--- src/rtl/alu_seq_ctrl.sv ---
// Sequencing front-end for a WIDTH-bit bit-slice ALU array: arithmetic in one pass, shifts as
// repeated 1-bit passes. Define ALU_SEQ_ROT_EN to build ROL/ROR; otherwise those opcodes are illegal.
module alu_seq_ctrl #(
    parameter int unsigned WIDTH = 16,
    parameter int unsigned SHW   = $clog2(WIDTH)
) (
    input  logic             clk,
    input  logic             rst_n,
    input  logic             req_vld,
    output logic             req_rdy,
    input  logic [2:0]       req_op,
    input  logic [WIDTH-1:0] req_a,
    input  logic [WIDTH-1:0] req_b,
    input  logic [SHW-1:0]   req_shamt,
    output logic             rsp_vld,
    input  logic             rsp_rdy,
    output logic [WIDTH-1:0] rsp_data,
    output logic             rsp_cout,
    output logic             rsp_ovf,
    output logic             rsp_zero,
    output logic             rsp_err,
    output logic [WIDTH-1:0] alu_a,
    output logic [WIDTH-1:0] alu_b,
    output logic [1:0]       alu_mode,
    output logic             alu_cin,
    output logic             alu_lin,
    input  logic [WIDTH-1:0] alu_y,
    input  logic             alu_cout
);

    localparam logic [2:0] OpAdd = 3'b000;
    localparam logic [2:0] OpSub = 3'b001;
    localparam logic [2:0] OpShl = 3'b010;
    localparam logic [2:0] OpShr = 3'b011;
    localparam logic [2:0] OpAsr = 3'b100;
`ifdef ALU_SEQ_ROT_EN
    localparam logic [2:0] OpRol = 3'b101;
    localparam logic [2:0] OpRor = 3'b110;
`endif

    typedef enum logic [1:0] {StIdle, StExec, StShift, StDone} state_e;

    state_e             state_q, state_d;
    logic [2:0]         op_q;
    logic [WIDTH-1:0]   a_q, b_q;
    logic [SHW-1:0]     cnt_q;
    logic               cout_q, ovf_q, err_q;
    logic               rsp_vld_q, rsp_cout_q, rsp_ovf_q, rsp_zero_q, rsp_err_q;
    logic [WIDTH-1:0]   rsp_data_q;

    logic req_arith, req_legal, op_arith, op_left, b_msb_eff, ovf_calc;

    always_comb begin
        req_arith = (req_op == OpAdd) || (req_op == OpSub);
`ifdef ALU_SEQ_ROT_EN
        req_legal = (req_op != 3'b111);
        op_left   = (op_q == OpShl) || (op_q == OpRol);
`else
        req_legal = (req_op <= OpAsr);
        op_left   = (op_q == OpShl);
`endif
        op_arith  = (op_q == OpAdd) || (op_q == OpSub);
        b_msb_eff = (op_q == OpSub) ? ~b_q[WIDTH-1] : b_q[WIDTH-1];
        ovf_calc  = (a_q[WIDTH-1] == b_msb_eff) && (alu_y[WIDTH-1] != a_q[WIDTH-1]);
    end

    // Array drive decoded from registered state only; idle and illegal ops present all zeros.
    always_comb begin
        alu_a    = '0;
        alu_b    = '0;
        alu_mode = 2'b00;
        alu_cin  = 1'b0;
        alu_lin  = 1'b0;
        if (state_q == StExec && !err_q) begin
            alu_a    = a_q;
            alu_b    = b_q;
            alu_mode = (op_q == OpSub) ? 2'b11 : 2'b10;
            alu_cin  = (op_q == OpSub);
        end else if (state_q == StShift) begin
            alu_b    = b_q;
            alu_mode = op_left ? 2'b01 : 2'b00;
`ifdef ALU_SEQ_ROT_EN
            alu_cin  = (op_q == OpRol) && b_q[WIDTH-1];
            alu_lin  = ((op_q == OpAsr) && b_q[WIDTH-1]) || ((op_q == OpRor) && b_q[0]);
`else
            alu_lin  = (op_q == OpAsr) && b_q[WIDTH-1];
`endif
        end
    end

    always_comb begin
        state_d = state_q;
        unique case (state_q)
            StIdle: begin
                if (req_vld) begin
                    if (!req_legal || req_arith || req_shamt == '0) state_d = StExec;
                    else                                            state_d = StShift;
                end
            end
            StExec:  state_d = StDone;
            StShift: if (cnt_q == SHW'(1)) state_d = StDone;
            StDone:  if (rsp_vld_q && rsp_rdy) state_d = StIdle;
            default: state_d = StIdle;
        endcase
    end

    always_ff @(posedge clk or negedge rst_n) begin
        if (!rst_n) begin
            state_q    <= StIdle;
            op_q       <= '0;
            a_q        <= '0;
            b_q        <= '0;
            cnt_q      <= '0;
            cout_q     <= 1'b0;
            ovf_q      <= 1'b0;
            err_q      <= 1'b0;
            rsp_vld_q  <= 1'b0;
            rsp_data_q <= '0;
            rsp_cout_q <= 1'b0;
            rsp_ovf_q  <= 1'b0;
            rsp_zero_q <= 1'b0;
            rsp_err_q  <= 1'b0;
        end else begin
            state_q <= state_d;
            unique case (state_q)
                StIdle: begin
                    if (req_vld) begin
                        op_q   <= req_op;
                        a_q    <= req_arith ? req_a : '0;
                        b_q    <= req_b;
                        cnt_q  <= req_shamt;
                        err_q  <= !req_legal;
                        cout_q <= 1'b0;
                        ovf_q  <= 1'b0;
                    end
                end
                StExec: begin
                    b_q    <= err_q ? '0 : alu_y;
                    cout_q <= !err_q && op_arith && alu_cout;
                    ovf_q  <= !err_q && op_arith && ovf_calc;
                end
                StShift: begin
                    b_q    <= alu_y;
                    cnt_q  <= cnt_q - SHW'(1);
                    cout_q <= op_left ? b_q[WIDTH-1] : b_q[0];
                end
                StDone: begin
                    // Response registers load one cycle into DONE and hold until handshake.
                    if (!rsp_vld_q) begin
                        rsp_vld_q  <= 1'b1;
                        rsp_data_q <= b_q;
                        rsp_cout_q <= cout_q;
                        rsp_ovf_q  <= ovf_q;
                        rsp_zero_q <= (b_q == '0);
                        rsp_err_q  <= err_q;
                    end else if (rsp_rdy) begin
                        rsp_vld_q <= 1'b0;
                    end
                end
                default: ;
            endcase
        end
    end

    assign req_rdy  = (state_q == StIdle);
    assign rsp_vld  = rsp_vld_q;
    assign rsp_data = rsp_data_q;
    assign rsp_cout = rsp_cout_q;
    assign rsp_ovf  = rsp_ovf_q;
    assign rsp_zero = rsp_zero_q;
    assign rsp_err  = rsp_err_q;

endmodule
--- config.mk ---
export PLATFORM = sky130hd
export DESIGN_NAME = alu_seq_ctrl
export DESIGN_NICKNAME = d
export VERILOG_FILES = /design/src/rtl/alu_seq_ctrl.sv
export SDC_FILE = /design/constraint.sdc
export NUM_CORES = 1
export LEC_CHECK = 0
export CORE_UTILIZATION = 45
export DETAILED_ROUTE_END_ITERATION = 10
export PLACE_DENSITY = 0.81
export SLEW_MARGIN = 0
export SYNTH_ARGS = -nofsm -noshare
export SYNTH_HDL_FRONTEND = slang
export SYNTH_SLANG_ARGS = --single-unit
--- constraint.sdc ---
create_clock -name clk -period 3.65 [get_ports clk]
set_input_delay 0.365 -clock clk [delete_from_list [all_inputs] [get_ports clk]]
set_output_delay 0.365 -clock clk [all_outputs]
set_load 0.01 [all_outputs]
==> impl_results.md, run 1 <==
* Post-Synth XOR/XNOR Area at 0.00270
* Setup slack, reg-to-reg at 1380 ps
* Grt ovf at 0
* Worst R2R Start: state_q[0]
* Residual DRC at 0
* TritonCTS clock tree: built
* CP required at about 3300 ps
* Sw Ratio at 0.382
* DRT Wirelength at 8.34 mm
* Status: completed
* Ant. Diodes at 0
* First-pass GRT wire length at around 14 mm
* Grt met3 use at 0.0664
* Finished Layout Cells at about 520
* FF-to-FF End: a_q[3]
* P per Cell Area at 904 nW/um2
* Slew Viols, Final at 0
* Max clock buf depth at 2
* Final Setup Violations at 0
* DR WL/cell at between 15 and 20 um
* IO Port Bufs at 117
* Drt first pass iters at 4
* DIE WIDTH at 87.0 um
* Critical path buffers and inverters at 3
* Grt peak-use layer: met2
* Worst-margin pin slew at between 1000 and 1500 ps
* Tcrit/Tclk final at 0.761
* Final GP Congestion at between 0.7 and 0.8
* Sum Neg Setup Slack at 0 ps
* Combinational power share at 0.522
* Worst path max stage delay at approximately 550 ps
* Crit path max-delay family: buffers and inverters
* Register clock-pin slew on the reported worst setup and hold paths at 70 ps
* Layout cell share with drive strength beyond 1 at 0.0931
* #FFs+latches synth at 65
* Worst Setup End Kind: output port
* Final Hold Viols at 0
* Worst slew margin at 0.304
* Detailed Route Iter0 Violations at 58
* Register area share after synthesis at 0.501
* Cell Int Power at ~2.6 mW
* GRT Total Usage at 0.235
* Ys Warns at 0
* Syn_nets at 367
* Worst clock skew at 7.75 ps
* Largest net degree at the start of global routing at 47
* Synth Area in Adders at 0.0270
* WS Path Type: flop to output port
* Setup slack after layout at roughly 870 ps
* Inserted Clock Buffers at 9
* Synth Instances at 300
* Worst path slowest cell: clkdlybuf4s50_1
* Clock sinks at 65
* Worst Path Max Fanout at 32
* Area Overhead vs Synth at 44.5%
* Starting Density at 0.473
* Worst slack at placement at ~1200 ps
* Mapped cell area at approximately 3200 um2
* Final Power at roughly 4.2 mW
* Pleak at 1.97 nW
* FP Rows at 30
* Startpoint Class: flop
* Initial antenna violation count at 0
* Main combinational cell family by area after synthesis: simple AND/OR/NAND/NOR gates
* Die height at slightly below 90 um
* Core Area at slightly below 7000 um2
* Reg2reg path depth at 5
* Peak supply drop at approximately 0.00034 V
* Fmax at around 360 MHz
* RSZ-0062 raised after global routing: false
* Vias in the first global route at ~2800
* Mux share of post-synthesis cell area at 0.0924
* H-tree levels at 3
* Max-cap violations at 0
* Crit-path cells: inv_1, ha_1, nor2_2, buf_4, nor2b_1, clkdlybuf4s50_1
* Layout net count at between 400 and 500
* Setup bufs post-CTS at 0
* WP data arrival at around 2400 ps
* # resized after CTS at 0
* Placed Instances at around 500
* Fill count at 550
* Post-layout min period at 2780 ps
* Number of library cell types mapped by synthesis at between 40 and 50
* IO Count at 118
* Most common cell after layout, fill and taps aside: clkdlybuf4s50_1
* Commonest non-fill, non-tap cells in the layout: 116 x clkdlybuf4s50_1, 65 x dfrtp_1, 23 x nand2_1, 20 x nor2_1, 19 x a21oi_1
* Final Cell Area at 4690 um2
* Hold WS at 214 ps
* Net switching power at around 1.6 mW
* Via count at 2710
* Simple-gate share of the synthesized area at 0.172
* DR vias/cell at between 5 and 6
* HP Class: input pin to asynchronous set/reset pin
* Worst skew pair latency at roughly 330 ps
* Hold_buf cts at 0
* Final Util at 0.683
* Clock share of power at 0.160
* Seq pwr share at 0.319
* Post-DP Area at 4470 um2
* Met1 Usage GRT at 0.295
* Met2 usage at 0.389
* Mean Syn Cell Area at 10.8 um2
* Detail Placement HPWL at just under 6 mm
* Die area at 7560 um2
* Clk root buf: clkbuf_8
* Compound-Gate Fraction of Synth Area at 0.168
* Routed Antenna Nets at 0
routing by layer:
metal  vias to the layer above  share of wire
met1                      1288           0.43
met4                         0          0.014
met5                         -              0
li1                       1295              -
met3                        13          0.084
met2                       114           0.47
worst max path at each step:
stage	start	endpoint	slack, ps	cells past startpoint
2_1_floorplan	state_q[0]	alu_lin	1830	4
3_3_place_gp	state_q[1]	alu_mode[0]	1300	8
3_5_place_dp	state_q[1]	alu_b[1]	1220	7
4_1_cts	state_q[0]	alu_b[1]	850	6
5_1_grt	state_q[1]	alu_mode[0]	650	8
6_report	state_q[0]	alu_b[1]	870	6
sequential cells by signal (all words and copies together) (netlist names), 2 cells and up:
signal	flops
rsp_data	16
cnt_q	4
state_q	2
a_q	16
b_q	16
op_q	3
cell usage after synthesis (all sizes together):
cell type	count	share of area
dfrtp	65	0.50
mux2	24	0.083
nand2	24	0.029
nor2	22	0.029
a21oi	19	0.029
nor2b	18	0.038
a22o	17	0.046
and2	16	0.031
a2bb2oi	15	0.040
buf	13	0.022
inv	8	0.0092
ha	7	0.027
clkbuf	5	0.0058
nor4	5	0.0096
o21ai	5	0.0077
o22ai	5	0.0096
nand3	4	0.0062
mux2i	3	0.0092
nand2b	3	0.0058
nor4b	3	0.0081
nor3	2	0.0065
nor3b	2	0.0062
o22a	2	0.0054
o31ai	2	0.0046
a221o	1	0.0035
a221oi	1	0.0046
a31oi	1	0.0019
a32oi	1	0.0027
and3	1	0.0023
nand4	1	0.0019
o211ai	1	0.0023
o21a	1	0.0023
o221ai	1	0.0027
o41ai	1	0.0050
xnor2	1	0.0027
power groups by stage:
stage	registers, mW	logic, mW	clock network [mW]
after floorplan	1.33	1.34	0
after CTS	1.35	2.24	0.686
final	1.35	2.21	0.678
after global placement	1.34	2.15	0
after detailed placement	1.36	2.22	0
after global routing	1.40	2.42	0.719
cell type report:
| type | count | area, um2 | area share |
|---|---|---|---|
| Timing Repair Buffer | 121 | 1200 | 0.255 |
| Clock buffer | 11 | 141 | 0.0301 |
| Tap cell | 96 | 120 | 0.0256 |
| Clock inverter | 5 | 78.8 | 0.0168 |
| Sequential cell | 65 | 1630 | 0.346 |
| Inverter | 8 | 30.0 | 0.00640 |
| Multi-Input combinational cell | 209 | 1500 | 0.320 |
logic make-up (layout without fill, tap and decap cells):
kind of cell / Yosys count / count (layout)
simple gates: 101 / 101
mux: 27 / 27
buf+inv: 26 / 145
compound gates: 73 / 73
xor+xnor: 1 / 1
fa+ha+maj: 7 / 7
flops: 65 / 65
Power figures use the tool's default switching activity.
==> run 2, diff against run 1 <==
- CORE_UTILIZATION: 45 -> 40
- PLACE_DENSITY: 0.81 -> 0.76
- clock period: 3.65 -> 2.5 ns (I/O delays scaled with it)
==> run 2 against run 1 <==
- setup slack worse by 740 ps
- first-iteration DRC count up 12%
- power up 43%
- clock skew increased by 3.4 ps
- routed wire length decreased by 1.4%
- core utilization shrank 7.6 points
- critical path depth is 1 higher
- flip-flop and latch count unchanged
- critical endpoint is now alu_b[11]
==> impl_results.md, run 2 (same netlist as run 1, synthesis figures left out) <==
* Worst path slowest cell: clkdlybuf4s50_1 (unchanged)
* Fmax at approximately 420 MHz
* Worst Setup End Kind: output port (unchanged)
* Die height at 92.1 um (was 87.0 um)
* RSZ-0062 raised after global routing: false (unchanged)
* Via count at 2758 (was 2710)
* P per Cell Area at 1280 nW/um2 (was 904 nW/um2)
* HP Class: input pin to asynchronous set/reset pin (unchanged)
* Crit-path cells: inv_1, ha_1, nor2b_4, nor2_2, buf_12, nor2b_1, clkdlybuf4s50_1 (was inv_1, ha_1, nor2_2, buf_4, nor2b_1, clkdlybuf4s50_1)
* Commonest non-fill, non-tap cells in the layout: 112 x clkdlybuf4s50_1, 65 x dfrtp_1, 23 x nand2_1, 20 x nor2_1, 19 x a21oi_1 (was 116 x clkdlybuf4s50_1, 65 x dfrtp_1, 23 x nand2_1, 20 x nor2_1, 19 x a21oi_1)
* Max clock buf depth at 2 (unchanged)
* Tcrit/Tclk final at 0.947
* Largest net degree at the start of global routing at 41 (was 47)
* WP data arrival at 2120 ps (was 2410 ps)
* Grt ovf at 0 (unchanged)
* Placed Instances at 511 (was 499)
* Layout net count at 488 (was 481)
* Worst slew margin at 0.592 (was 0.304)
* Die area at 8480 um2 (was 7560 um2)
* Clk root buf: clkbuf_8 (unchanged)
* Core Area at 7810 um2 (was 6870 um2)
* FP Rows at 32 (was 30)
* DIE WIDTH at 92.1 um (was 87.0 um)
* Max-cap violations at 0 (unchanged)
* Sum Neg Setup Slack at 0 ps (unchanged)
* Drt first pass iters at 5 (was 4)
* H-tree levels at 3 (unchanged)
* Initial antenna violation count at 0 (unchanged)
* Status: completed (unchanged)
* Area Overhead vs Synth at 46.0% (was 44.5%)
* Worst slack at placement at 378 ps (was 1220 ps)
* GRT Total Usage at 0.204 (was 0.235)
* Post-layout min period at between 2000 and 2500 ps
* IO Port Bufs at 117 (unchanged)
* Vias in the first global route at 2819 (was 2767)
* Detailed Route Iter0 Violations at 65 (was 58)
* Clock sinks at 65 (unchanged)
* WS Path Type: flop to output port (unchanged)
* Residual DRC at 0 (unchanged)
* Layout cell share with drive strength beyond 1 at 0.104 (was 0.0931)
* Slew Viols, Final at 0 (unchanged)
* IO Count at 118 (unchanged)
* Detail Placement HPWL at 6.06 mm (was 5.97 mm)
* Hold WS at 467 ps (was 214 ps)
* Register clock-pin slew on the reported worst setup and hold paths at 70 ps (about the same)
* Ant. Diodes at 0 (unchanged)
* Startpoint Class: flop (unchanged)
* Final GP Congestion at 0.781 (was 0.777)
* Pleak at 2.05 nW (was 1.97 nW)
* Worst-margin pin slew at 610 ps (was 1040 ps)
* Worst Path Max Fanout at 32 (unchanged)
* Inserted Clock Buffers at 9 (unchanged)
* Most common cell after layout, fill and taps aside: clkdlybuf4s50_1 (unchanged)
* Finished Layout Cells at 527 (was 515)
* Starting Density at 0.416 (was 0.473)
* Setup slack after layout at 132 ps (was 874 ps)
* CP required at 2250 ps (was 3280 ps)
* TritonCTS clock tree: built (unchanged)
* Worst clock skew at 11.2 ps (was 7.75 ps)
* Final Power at 6.05 mW (was 4.24 mW)
* DR vias/cell at 5.23 (was 5.26)
* Final Setup Violations at 0 (unchanged)
* Worst path max stage delay at 540 ps (was 550 ps)
* Worst skew pair latency at 330 ps (about the same)
* Fill count at 670 (was 550)
* Final Hold Viols at 0 (unchanged)
* Peak supply drop at 0.000602 V (was 0.000338 V)
* DR WL/cell at 15.6 um (was 16.2 um)
* First-pass GRT wire length at 13.7 mm (was 13.6 mm)
* Routed Antenna Nets at 0 (unchanged)
* DRT Wirelength at 8.22 mm (was 8.34 mm)
-- run 2: cell type report --
class | count | area (um2) | share of cell area
multi-input combinational | 209 | 1510 | 0.318
tap | 102 | 128 | 0.0269
clock inverter | 3 | 17.5 | 0.00369
clock buffer | 12 | 145 | 0.0306
inverter | 8 | 30.0 | 0.00633
sequential | 65 | 1630 | 0.343
timing repair buffer | 128 | 1290 | 0.271
-- run 2: worst paths after layout --
path,start,to,slack (ps),cells after the start
worst max-delay path,state_q[1],alu_b[11],130,7
worst min-delay path,rst_n,b_q[13],470,2
worst max register to register,state_q[0],a_q[7],560,5
worst min register to register,rsp_ovf,rsp_ovf,490,1
max in group asynchronous,rst_n,a_q[14],1410,3
min in group clk,rsp_ovf,rsp_ovf,490,1
-- run 2: what timing repair did --
action                     4_1_cts  5_1_grt
setup endpoints to repair        0       32
gates resized for setup          0        6
hold endpoints to repair        25        0
hold buffers                     1        0
setup buffers                    0        0
-- run 2: power breakdown --
part | switching, mW | internal (mW) | leakage (nW)
clock | 0.377 | 0.379 | 0.0822
combinational | 1.57 | 1.76 | 1.16
sequential | 0.394 | 1.57 | 0.803
-- run 2: critical path: cells and delay by family, from the launching register on --
kind | cells | cell delay (ps)
adder cells (fa/ha/maj) | 1 | 170
buffers and inverters | 3 | 820
AND/OR/NAND/NOR | 3 | 390
flip-flops | 1 | 410
-- run 2: layer usage --
metal	vias up	track usage	routed length, um
li1	1317	-	-
met1	1316	0.259	3680
met2	117	0.331	3740
met3	8	0.0638	697
met4	0	0.0625	101
met5	-	0	0
-- run 2: metrics by stage --
step | utilization | instance area [um2]
2_1_floorplan | - | 3250
3_3_place_gp | 0.583 | 4550
3_5_place_dp | 0.583 | 4550
4_1_cts | 0.605 | 4720
5_1_grt | 0.607 | 4740
6_report | 0.607 | 4740
